**src/rtl/uart_tx_fifo_reader.sv**
```systemverilog
// uart_tx_fifo_reader
//   Pulls bytes from the UART FIFO and sends each one on the tx pin as an
//   8N1 or 8N2 frame. Every bit lasts CLKS_PER_BIT clocks. All outputs come
//   straight from flops, so tx cannot glitch.
//
// Parameters
//   CLKS_PER_BIT  clocks per bit time (>= 2)
//   STOP_BITS     stop bits per frame (1 or 2)
// Ports
//   clk                in   system clock, rising edge
//   SYS_reset_n        in   asynchronous active-low reset
//   tx_enable          in   lets a new frame start (sampled only in IDLE)
//   fifo_empty         in   FIFO empty flag (sampled only in IDLE)
//   fifo_data_valid    in   FIFO read data valid, one cycle after the request
//   fifo_data[7:0]     in   FIFO read data
//   fifo_read_request  out  single-cycle read strobe to the FIFO
//   tx                 out  serial line, idles high
//   tx_busy            out  high in every state except IDLE
//   tx_done            out  pulses in the last cycle of the last stop bit
module uart_tx_fifo_reader #(
  parameter int CLKS_PER_BIT = 434,
  parameter int STOP_BITS    = 1
) (
  input  logic       clk,
  input  logic       SYS_reset_n,
  input  logic       tx_enable,
  input  logic       fifo_empty,
  input  logic       fifo_data_valid,
  input  logic [7:0] fifo_data,
  output logic       fifo_read_request,
  output logic       tx,
  output logic       tx_busy,
  output logic       tx_done
);

  localparam int            CW        = $clog2(CLKS_PER_BIT);
  localparam logic [CW-1:0] CNT_MAX   = CW'(CLKS_PER_BIT - 1);
  localparam logic [CW-1:0] CNT_PRE   = CW'(CLKS_PER_BIT - 2);
  localparam logic          STOP_LAST = 1'(STOP_BITS - 1);

  typedef enum logic [2:0] {
    S_IDLE, S_REQ, S_WAIT, S_START, S_DATA, S_STOP
  } state_e;

  state_e        state_q;
  logic [CW-1:0] cnt_q;
  logic [2:0]    bit_q;
  logic          stop_q;
  logic [7:0]    shift_q;
  logic          tx_q, req_q, busy_q, done_q;

  logic timed, bit_end;
  assign timed   = (state_q == S_START) || (state_q == S_DATA) || (state_q == S_STOP);
  assign bit_end = timed && (cnt_q == CNT_MAX);

  always_ff @(posedge clk or negedge SYS_reset_n) begin
    if (!SYS_reset_n) begin
      state_q <= S_IDLE;
      cnt_q   <= '0;
      bit_q   <= '0;
      stop_q  <= 1'b0;
      shift_q <= '0;
      tx_q    <= 1'b1;
      req_q   <= 1'b0;
      busy_q  <= 1'b0;
      done_q  <= 1'b0;
    end else begin
      req_q  <= 1'b0;
      // Raised one cycle early so the registered pulse lands in the final
      // cycle of the last stop bit. CLKS_PER_BIT >= 2 keeps that cycle in
      // the same bit time.
      done_q <= (state_q == S_STOP) && (stop_q == STOP_LAST) && (cnt_q == CNT_PRE);
      // Bit-time counter runs only in the timed states and wraps to 0 at
      // every bit end, which is also every state change out of them.
      cnt_q  <= (timed && !bit_end) ? cnt_q + 1'b1 : '0;

      unique case (state_q)
        S_IDLE: begin
          tx_q <= 1'b1;
          if (tx_enable && !fifo_empty) begin
            state_q <= S_REQ;
            req_q   <= 1'b1;
            busy_q  <= 1'b1;
          end
        end
        S_REQ: state_q <= S_WAIT;
        S_WAIT: begin
          if (fifo_data_valid) begin
            shift_q <= fifo_data;
            state_q <= S_START;
            tx_q    <= 1'b0;
          end else begin
            // FIFO gave nothing back: no frame, retry from IDLE.
            state_q <= S_IDLE;
            busy_q  <= 1'b0;
          end
        end
        S_START: begin
          if (bit_end) begin
            state_q <= S_DATA;
            bit_q   <= '0;
            tx_q    <= shift_q[0];
          end
        end
        S_DATA: begin
          if (bit_end) begin
            shift_q <= shift_q >> 1;
            bit_q   <= bit_q + 3'd1;
            if (bit_q == 3'd7) begin
              state_q <= S_STOP;
              stop_q  <= 1'b0;
              tx_q    <= 1'b1;
            end else begin
              tx_q <= shift_q[1];
            end
          end
        end
        S_STOP: begin
          if (bit_end) begin
            if (stop_q == STOP_LAST) begin
              state_q <= S_IDLE;
              busy_q  <= 1'b0;
            end else begin
              stop_q <= 1'b1;
            end
          end
        end
        default: state_q <= S_IDLE;
      endcase
    end
  end

  assign fifo_read_request = req_q;
  assign tx                = tx_q;
  assign tx_busy           = busy_q;
  assign tx_done           = done_q;

endmodule

```
**config.mk**
```make
export PLATFORM = sky130hd
export DESIGN_NAME = uart_tx_fifo_reader
export DESIGN_NICKNAME = d
export VERILOG_FILES = /design/src/rtl/uart_tx_fifo_reader.sv
export SDC_FILE = /design/constraint.sdc
export NUM_CORES = 1
export LEC_CHECK = 0
export BUFFER_PORTS_ARGS = -buffer_cell sky130_fd_sc_hd__buf_4
export CORE_MARGIN = 1
export CORE_UTILIZATION = 60
export CTS_CLUSTER_DIAMETER = 30
export DETAILED_ROUTE_END_ITERATION = 7
export PLACE_DENSITY = 0.81
export SLEW_MARGIN = 10
export SYNTH_ARGS = -nofsm -noshare
export SYNTH_HDL_FRONTEND = slang
export SYNTH_SLANG_ARGS = --single-unit
export TNS_END_PERCENT = 30
```
**constraint.sdc**
```tcl
create_clock -name clk -period 5.03 [get_ports clk]
set_clock_uncertainty 0.05 [all_clocks]
set_input_delay 0.7545 -clock clk [delete_from_list [all_inputs] [get_ports clk]]
set_output_delay 0.7545 -clock clk [all_outputs]
set_load 0.005 [all_outputs]
```
==> metrics.txt, run 1 <==
status finished, final reports clean; area grow syn2layout 6.502%; CTS root buf clkbuf_4; share of layout cells above drive strength 1 32.14%; RSZ-0062 raised after global routing false; die area 0.002739 mm²; largest family of logic cells by synthesized area simple AND/OR/NAND/NOR gates; top cells by area, synth dfrtp_1 43%, mux2_4 6.9%, ha_1 4.1%, mux2_2 3.0%, nor2_1 2.5%; Synth top cells by count 26 x dfrtp_1, 10 x nor2_1, 7 x mux2_4, 7 x nand2_1, 6 x inv_1; total grt overflow 0; post-route cell area 0.001619 mm²; # clock sinks 27; nets 159; count leader, synth dfrtp_1; cts hold-fix bufs 0; Adder-Cell Fraction of Synth Area 4.115%; register area share after synthesis 44.53%; FF-to-FF End shift_q[4]; I/O Buffers 16; Setup crit end kind register; Cells after Synth 127; Post-synth top flop dfrtp_1; Post-synth EDFFs 0; simple-gate share of the synthesized area 17.28%; r2r setup slk 3.08 ns; Worst VDD drop 244.0 µV; Synthesis Warnings 0; wire length per cell 15.23 µm; DP Wirelength 1.869 mm; 1st-iter DRT viols 17; WL final 2.559 mm; # setup viols final 0; pwr dens 365.7 mW/mm²; Total GRT Usage 22.22%; max incr delay on CP 0.52 ns; WP data arrival 2.13 ns; core area 0.002297 mm²; post-synthesis mux area share 13.42%; area fraction of the dominant cell type after synthesis 42.80%; final worst path period share 38.67%; Die W 52.34 µm; antenna violations before repair 0; crit path from state_q[1]; Post-CTS Setup Bufs 0; Worst R2R Start state_q[1]; Filler Cells Inserted 160; Initial Util 66.18%; Slowest cell on crit path dfrtp_1; Leak Pwr 0.7213 nW; worst-margin pin slew 0.5036 ns; GPL Wtd Cong 0.8339; clk slew on worst S/H paths 0.14 ns; Max Fclk 514.1 MHz; first-pass GRT wire length 4.312 mm; Slew Viols, Final 0; post-synthesis compound-gate area fraction 10.21%; largest area contributor in the netlist dfrtp_1; Die Ht 52.34 µm; TritonRoute pass-1 iters 4; CTS tree yes; largest net degree at the start of global routing 28; vias in the first global route 968; CP required 5.21 ns; DR vias 986; Fin Setup TNS 0 ns; H-Tree Depth 1; CP Class register to register; post-synthesis cell type count 48; Period minus WS final 1.945 ns; worst skew pair latency 0.33 ns; remaining antenna violation count 0; clock buffer count from CTS 3; FF+latch count, synth 27; crit path cell chain nand2b_4, nor2_2, mux2_2, mux2_4; netlist area before placement 0.001520 mm²; PostCTS Resize Cnt 0; xor/xnor share of the synthesized area 3.457%; Rel. slew slack 66.39%; Core Rows 17; Via-to-Cell Ratio 5.869; Syn Nets 145; crit path max fanout 11; final hold violations 0; deepest clock path buffer count 2; HP Class input pin to asynchronous set/reset pin; DR DRC count 0; dpl cell area 0.001592 mm²; I/O Pins 17; PnR Total Power 0.5921 mW; average size of a mapped cell 11.97 µm²; startpoint type of the worst setup path register; max cap viols 0; reg2reg path depth 4; diode count 0; post-synthesis async set-or-reset flop share 100.0%
[where the power goes]
| group | leakage, nW | internal [mW] | switching (mW) | total (mW) |
|---|---|---|---|---|
| combinational | 0.352 | 0.108 | 0.0710 | 0.179 |
| sequential | 0.352 | 0.270 | 0.0491 | 0.319 |
| clock | 0.0177 | 0.0299 | 0.0640 | 0.0939 |
[kinds of logic (layout without fill, tap and decap cells)]
family,Yosys count,after routing
flip-flops,27,27
XOR/XNOR,6,6
adder cells (fa/ha/maj),5,5
multiplexers,16,16
AND/OR/NAND/NOR,40,40
AO/OA/AOI/OAI,20,20
buffers and inverters,13,26
[routing by layer]
metal,part of all wire [%],GRT usage [%],vias to the layer above
li1,-,-,471
met3,4.3,6.087,7
met1,43,27.59,480
met5,0,0,-
met2,50,36.71,28
met4,2.0,7.895,0
[worst max-delay path by stage]
stage	to	slack, ns	cells after the start
detailed placement	shift_q[2]	3.11	4
floorplan	shift_q[0]	3.32	6
global placement	shift_q[4]	3.16	4
finish	shift_q[4]	3.08	4
CTS	shift_q[6]	3.07	4
global route	shift_q[2]	3.01	4
[flip-flops by register name, indices dropped and copies added (netlist names)]
name and cells:
tx_busy 1, fifo_read_request 1, bit_q 3, tx 1
cnt_q 9, shift_q 8, state_q 3, tx_done 1
[through the flow]
stage | setup WS, ns | utilization, % | cells | hold WS (ns)
6_report | 3.085 | 70.48 | 168 | 0.2529
5_1_grt | 3.011 | 70.48 | 168 | 0.2575
2_1_floorplan | 3.321 | - | 127 | 0.4036
3_5_place_dp | 3.109 | 69.28 | 164 | 0.4453
4_1_cts | 3.072 | 70.48 | 168 | 0.2602
3_3_place_gp | 3.157 | 69.28 | 164 | 0.4047
[placed cells by master (no fill, tap or decap), drive strengths merged, types with 3 or more instances in the layout]
master | Yosys | final
nand3 | 4 | 4
clkbuf | 1 | 3
xnor2 | 3 | 3
nand2 | 7 | 7
nor2 | 11 | 11
inv | 6 | 6
dfrtp | 26 | 26
ha | 5 | 5
mux2 | 14 | 14
buf | 6 | 16
o21ai | 5 | 5
xor2 | 3 | 3
[critical path: cells and delay by family (launching register included)]
kind / cells / cell delay, ns
muxes: 2 / 0.65
and+or+nand+nor: 2 / 0.62
DFF: 1 / 0.52
[cell type report]
type	instances	area (µm²)	area share, %
Sequential cell	27	676.9	41.81
Multi-Input combinational cell	87	737.0	45.52
Timing Repair Buffer	16	120.1	7.419
Inverter	6	22.52	1.391
Tap cell	28	35.03	2.164
Clock buffer	3	22.52	1.391
Clock inverter	1	5.005	0.3091
No activity file was read; power rests on OpenSTA's default activity.
==> inputs of run 2 (changes only) <==
CORE_UTILIZATION = 57   (was 60)
PLACE_DENSITY = 0.78   (was 0.81)
clock period = 1.8 ns   (was 5.03 ns; I/O delays follow)
==> run 2 against run 1 <==
Net effect:
- die area rose by 5.1%
- final cell count grew 8.3%
- worst setup slack lost 3.0 ns
- global-route usage fell by 0.67 points
- worst hold slack worse by 0.12 ns
- cell area rose by 7.3%
- utilization decreased by 0.96 points
- via count increased by 2.7%
- register-to-register slack got worse by 3.0 ns
- critical path type unchanged
==> metrics.txt, run 2 (same netlist as run 1, synthesis figures left out) <==
status finished, final reports clean; Total GRT Usage 21.55%; max reg flops 9; first-pass GRT wire length 4.319 mm; total grt overflow 0; startpoint type of the worst setup path register; Setup crit end kind register; share of layout cells above drive strength 1 37.50%; vias in the first global route 994; crit path max fanout 8; Largest Register cnt_q; WL final 2.703 mm; DP Wirelength 2.007 mm; CTS tree yes; biggest regs cnt_q (9), shift_q (8); H-Tree Depth 1; worst skew pair latency 0.32 ns; Die W 53.65 µm; Rel. slew slack 76.54%; Max Fclk 575.4 MHz; DR DRC count 0; 1st-iter DRT viols 12; Period minus WS final 1.738 ns; CP Class register to register; deepest clock path buffer count 2; clock buffer count from CTS 3; Initial Util 60.81%; DR vias 1,013; remaining antenna violation count 0; HP Class input pin to register; GPL Wtd Cong 0.7946; RSZ-0062 raised after global routing false; Slew Viols, Final 0; I/O Buffers 16; core area 0.002500 mm²; Hold Worst Slack 0.1368 ns; WP data arrival 1.91 ns; nets 171; Leak Pwr 0.7834 nW; largest net degree at the start of global routing 28; I/O Pins 17; pwr dens 976.4 mW/mm²; CTS root buf clkbuf_4; PnR Total Power 1.697 mW; diode count 0; Core Rows 18; final worst path period share 96.54%; CP required 1.97 ns; # setup viols final 0; most frequent cells in the layout 26 x dfrtp_1, 26 x buf_4, 10 x nor2_1; Fin Setup TNS 0 ns; Worst VDD drop 765.9 µV; die area 0.002878 mm²; area grow syn2layout 14.32%; # clock sinks 27; final hold violations 0; antenna violations before repair 0; wire length per cell 14.85 µm; max cap viols 0; Via-to-Cell Ratio 5.566; clk slew on worst S/H paths 0.14 ns; Die Ht 53.65 µm; worst-margin pin slew 0.3518 ns; TritonRoute pass-1 iters 4
## run 2: cell count changes in the layout (fill, tap and decap cells not counted), sizes merged
| cell | previous run | this run |
|---|---|---|
| clkinv | 1 | 0 |
| buf | 16 | 27 |
| dlygate4sd3 | 0 | 1 |
| clkbuf | 3 | 4 |
## run 2: report_power, final
group	total (mW)	switching (mW)	leakage [nW]	internal [mW]
clock network	0.259	0.172	0.0150	0.0869
registers	0.843	0.0883	0.352	0.754
logic	0.595	0.249	0.417	0.346
## run 2: what timing repair did
item                                   CTS  global route
hold buffers                             1             0
resized for setup                        0             3
setup endpoints to repair                0             7
endpoints found under the hold margin   26             0
setup buffers                            0             5
## run 2: cell type report
type	instances	area, µm²
timing repair buffer	28	225.2
tap	30	37.54
multi-input combinational	87	749.5
fill	180	762.0
sequential	27	676.9
inverter	6	22.52
clock buffer	4	26.28
## run 2: path summary, 6_finish.rpt
| path | start | end | slack, ns | depth (start not counted) |
|---|---|---|---|---|
| worst max-delay path | cnt_q[1] | shift_q[6] | 0.06 | 6 |
| max in group asynchronous | SYS_reset_n | tx | 1.09 | 2 |
| worst min register to register | tx | tx | 0.45 | 2 |
| worst max register to register | cnt_q[1] | shift_q[6] | 0.06 | 6 |
| worst min-delay path | fifo_data[7] | shift_q[7] | 0.14 | 3 |
| min in group asynchronous | SYS_reset_n | fifo_read_request | 0.31 | 2 |
## run 2: worst max-delay path, stage by stage (launching register included)
cell	delay, ns
dfrtp_1	0.43
inv_2	0.09
ha_4	0.13
nor4bb_4	0.20
and2_4	0.22
a21o_4	0.21
mux2_4	0.32
## run 2: through the flow
stage                     util (%)  cell area (µm²)  cells  setup WS, ns
final                        69.52             1738    182       0.06222
after detailed placement     66.07             1652    172       0.02564
after CTS                    67.52             1688    177      0.004065
after floorplan                  -             1520    127       0.09136
after global routing         69.52             1738    182      0.001239
after global placement       66.07             1652    172        0.1237
## run 2: routing by layer
| layer | GRT usage (%) | wire, µm |
|---|---|---|
| met5 | 0 | 0 |
| met4 | 9.649 | 50 |
| met3 | 3.672 | 57 |
| met2 | 36.88 | 1376 |
| met1 | 26.44 | 1219 |
==> inputs of run 3 (changes only) <==
BUFFER_PORTS_ARGS = -buffer_cell sky130_fd_sc_hd__buf_2   (was -buffer_cell sky130_fd_sc_hd__buf_4)
==> run 3 against run 2 <==
Net effect:
- worst setup slack gained 0.035 ns
- maximum frequency grew 2.1%
- non-clock buffer count shrank 3
- clock power is essentially flat
- critical path depth shrank 1
- register-to-register slack gained 0.04 ns
- count of clock-buffer cells in the layout is the same
- via count grew 0.30%
- sequential share of layout area grew 1.5 points
- die area is the same
- critical endpoint is now shift_q[2]
- highest routed layer unchanged
==> metrics.txt, run 3 (same netlist as run 1, synthesis figures left out) <==
commonest non-fill, non-tap cell in the layout dfrtp_1; Fin Setup TNS 0 ns; GPL Wtd Cong 0.7970; final hold violations 0; CP Class register to register; TritonRoute pass-1 iters 4; WL final 2.522 mm; Slew Viols, Final 0; RSZ-0062 raised after global routing false; 1st-iter DRT viols 10; final design utilization 67.07%; Inst Count DP 172; share of layout cells above drive strength 1 36.91%; status finished, final reports clean; wire length per cell 14.09 µm; clk slew on worst S/H paths 0.14 ns; routing usage on met2 34.79%; Core Rows 18; final worst path period share 94.59%; area grow syn2layout 10.29%; Hold Worst Slack 0.1164 ns; GRT busiest layer met2; Worst VDD drop 790.9 µV; Leak Pwr 0.7540 nW; antenna violations before repair 0; I/O Buffers 16; WHS Endpoint shift_q[7]; first-pass GRT wire length 4.126 mm; CP required 1.98 ns; remaining antenna violation count 0; DR vias 1,016; # clock sinks 27; most frequent cells in the layout 25 x dfrtp_1, 16 x buf_2, 10 x nor2_1; biggest regs cnt_q (9), shift_q (8); Die W 53.65 µm; Worst R2R Start state_q[2]; DR DRC count 0; vias in the first global route 977; # setup viols final 0; startpoint type of the worst setup path register; post-route cell area 0.001677 mm²; reg2reg path depth 5; DP Wirelength 1.870 mm; worst skew pair latency 0.32 ns; max reg flops 9; Total GRT Usage 20.19%; FF-to-FF End shift_q[2]; total grt overflow 0; Period minus WS final 1.703 ns; CTS tree yes; die area 0.002878 mm²; I/O Pins 17; Largest Register cnt_q; clock buffer count from CTS 3; largest net degree at the start of global routing 28; core area 0.002500 mm²; hold path depth 3; WP data arrival 1.88 ns; met3 GRT Util 2.542%; Via-to-Cell Ratio 5.676; r2r setup slk 0.1 ns; Max Fclk 587.3 MHz; pwr dens 991.3 mW/mm²; H-Tree Depth 1; crit path max fanout 11; Setup crit end kind register; HP Class input pin to register; Filler Cells Inserted 195; diode count 0; deepest clock path buffer count 2; CTS root buf clkbuf_4; M1 GR Usage 25.04%; Initial Util 60.81%; min-delay src fifo_data[7]; max cap viols 0; worst-margin pin slew 0.5687 ns; Die Ht 53.65 µm; dpl cell area 0.001612 mm²; Finished Layout Cells 179; Rel. slew slack 62.09%; nets 168
-- run 3: final cells by class --
class | count | area [µm²] | area share, %
Timing Repair Buffer | 25 | 162.7 | 9.701
Sequential cell | 27 | 678.2 | 40.45
Tap cell | 30 | 37.54 | 2.239
Clock buffer | 4 | 26.28 | 1.567
Multi-Input combinational cell | 87 | 749.5 | 44.70
Inverter | 6 | 22.52 | 1.343
-- run 3: worst max-delay path by stage --
| stage | from | end | slack [ns] |
|---|---|---|---|
| finish | state_q[2] | shift_q[2] | 0.1 |
| global route | cnt_q[1] | shift_q[4] | 0.02 |
| CTS | cnt_q[1] | shift_q[5] | 0.03 |
| detailed placement | cnt_q[1] | shift_q[5] | 0.04 |
| global placement | cnt_q[1] | shift_q[4] | 0.13 |
| floorplan | cnt_q[0] | shift_q[0] | 0.09 |
-- run 3: what timing repair did --
| action | in CTS | in global routing |
|---|---|---|
| resized for setup | 0 | 4 |
| buffers inserted | 0 | 2 |
| endpoints found under the setup margin | 0 | 7 |
| hold buffers | 1 | 0 |
| endpoints found under the hold margin | 26 | 0 |
-- run 3: per-stage QoR --
step                setup slack, ns  power [mW]
floorplan                   0.09136       1.307
global placement             0.1254       1.381
detailed placement          0.04187       1.413
CTS                         0.03441       1.663
global route                0.01803       1.771
finish                      0.09731       1.662
-- run 3: metal layers --
metal	routed length, µm	part of all wire [%]
met2	1229	49
met1	1132	45
met4	72	2.9
met3	87	3.4
met5	0	0
-- run 3: critical path, cell delays in order (launching register included) --
cell      delay [ns]
dfrtp_1         0.58
nand2b_4        0.11
nor2_2          0.14
buf_12          0.15
mux2_2          0.33
mux2_4          0.25
-- run 3: power breakdown --
part	total, mW	internal [mW]	switching [mW]
clock network	0.257	0.0869	0.170
logic	0.564	0.320	0.244
registers	0.841	0.755	0.0858
total	1.66	1.16	0.500
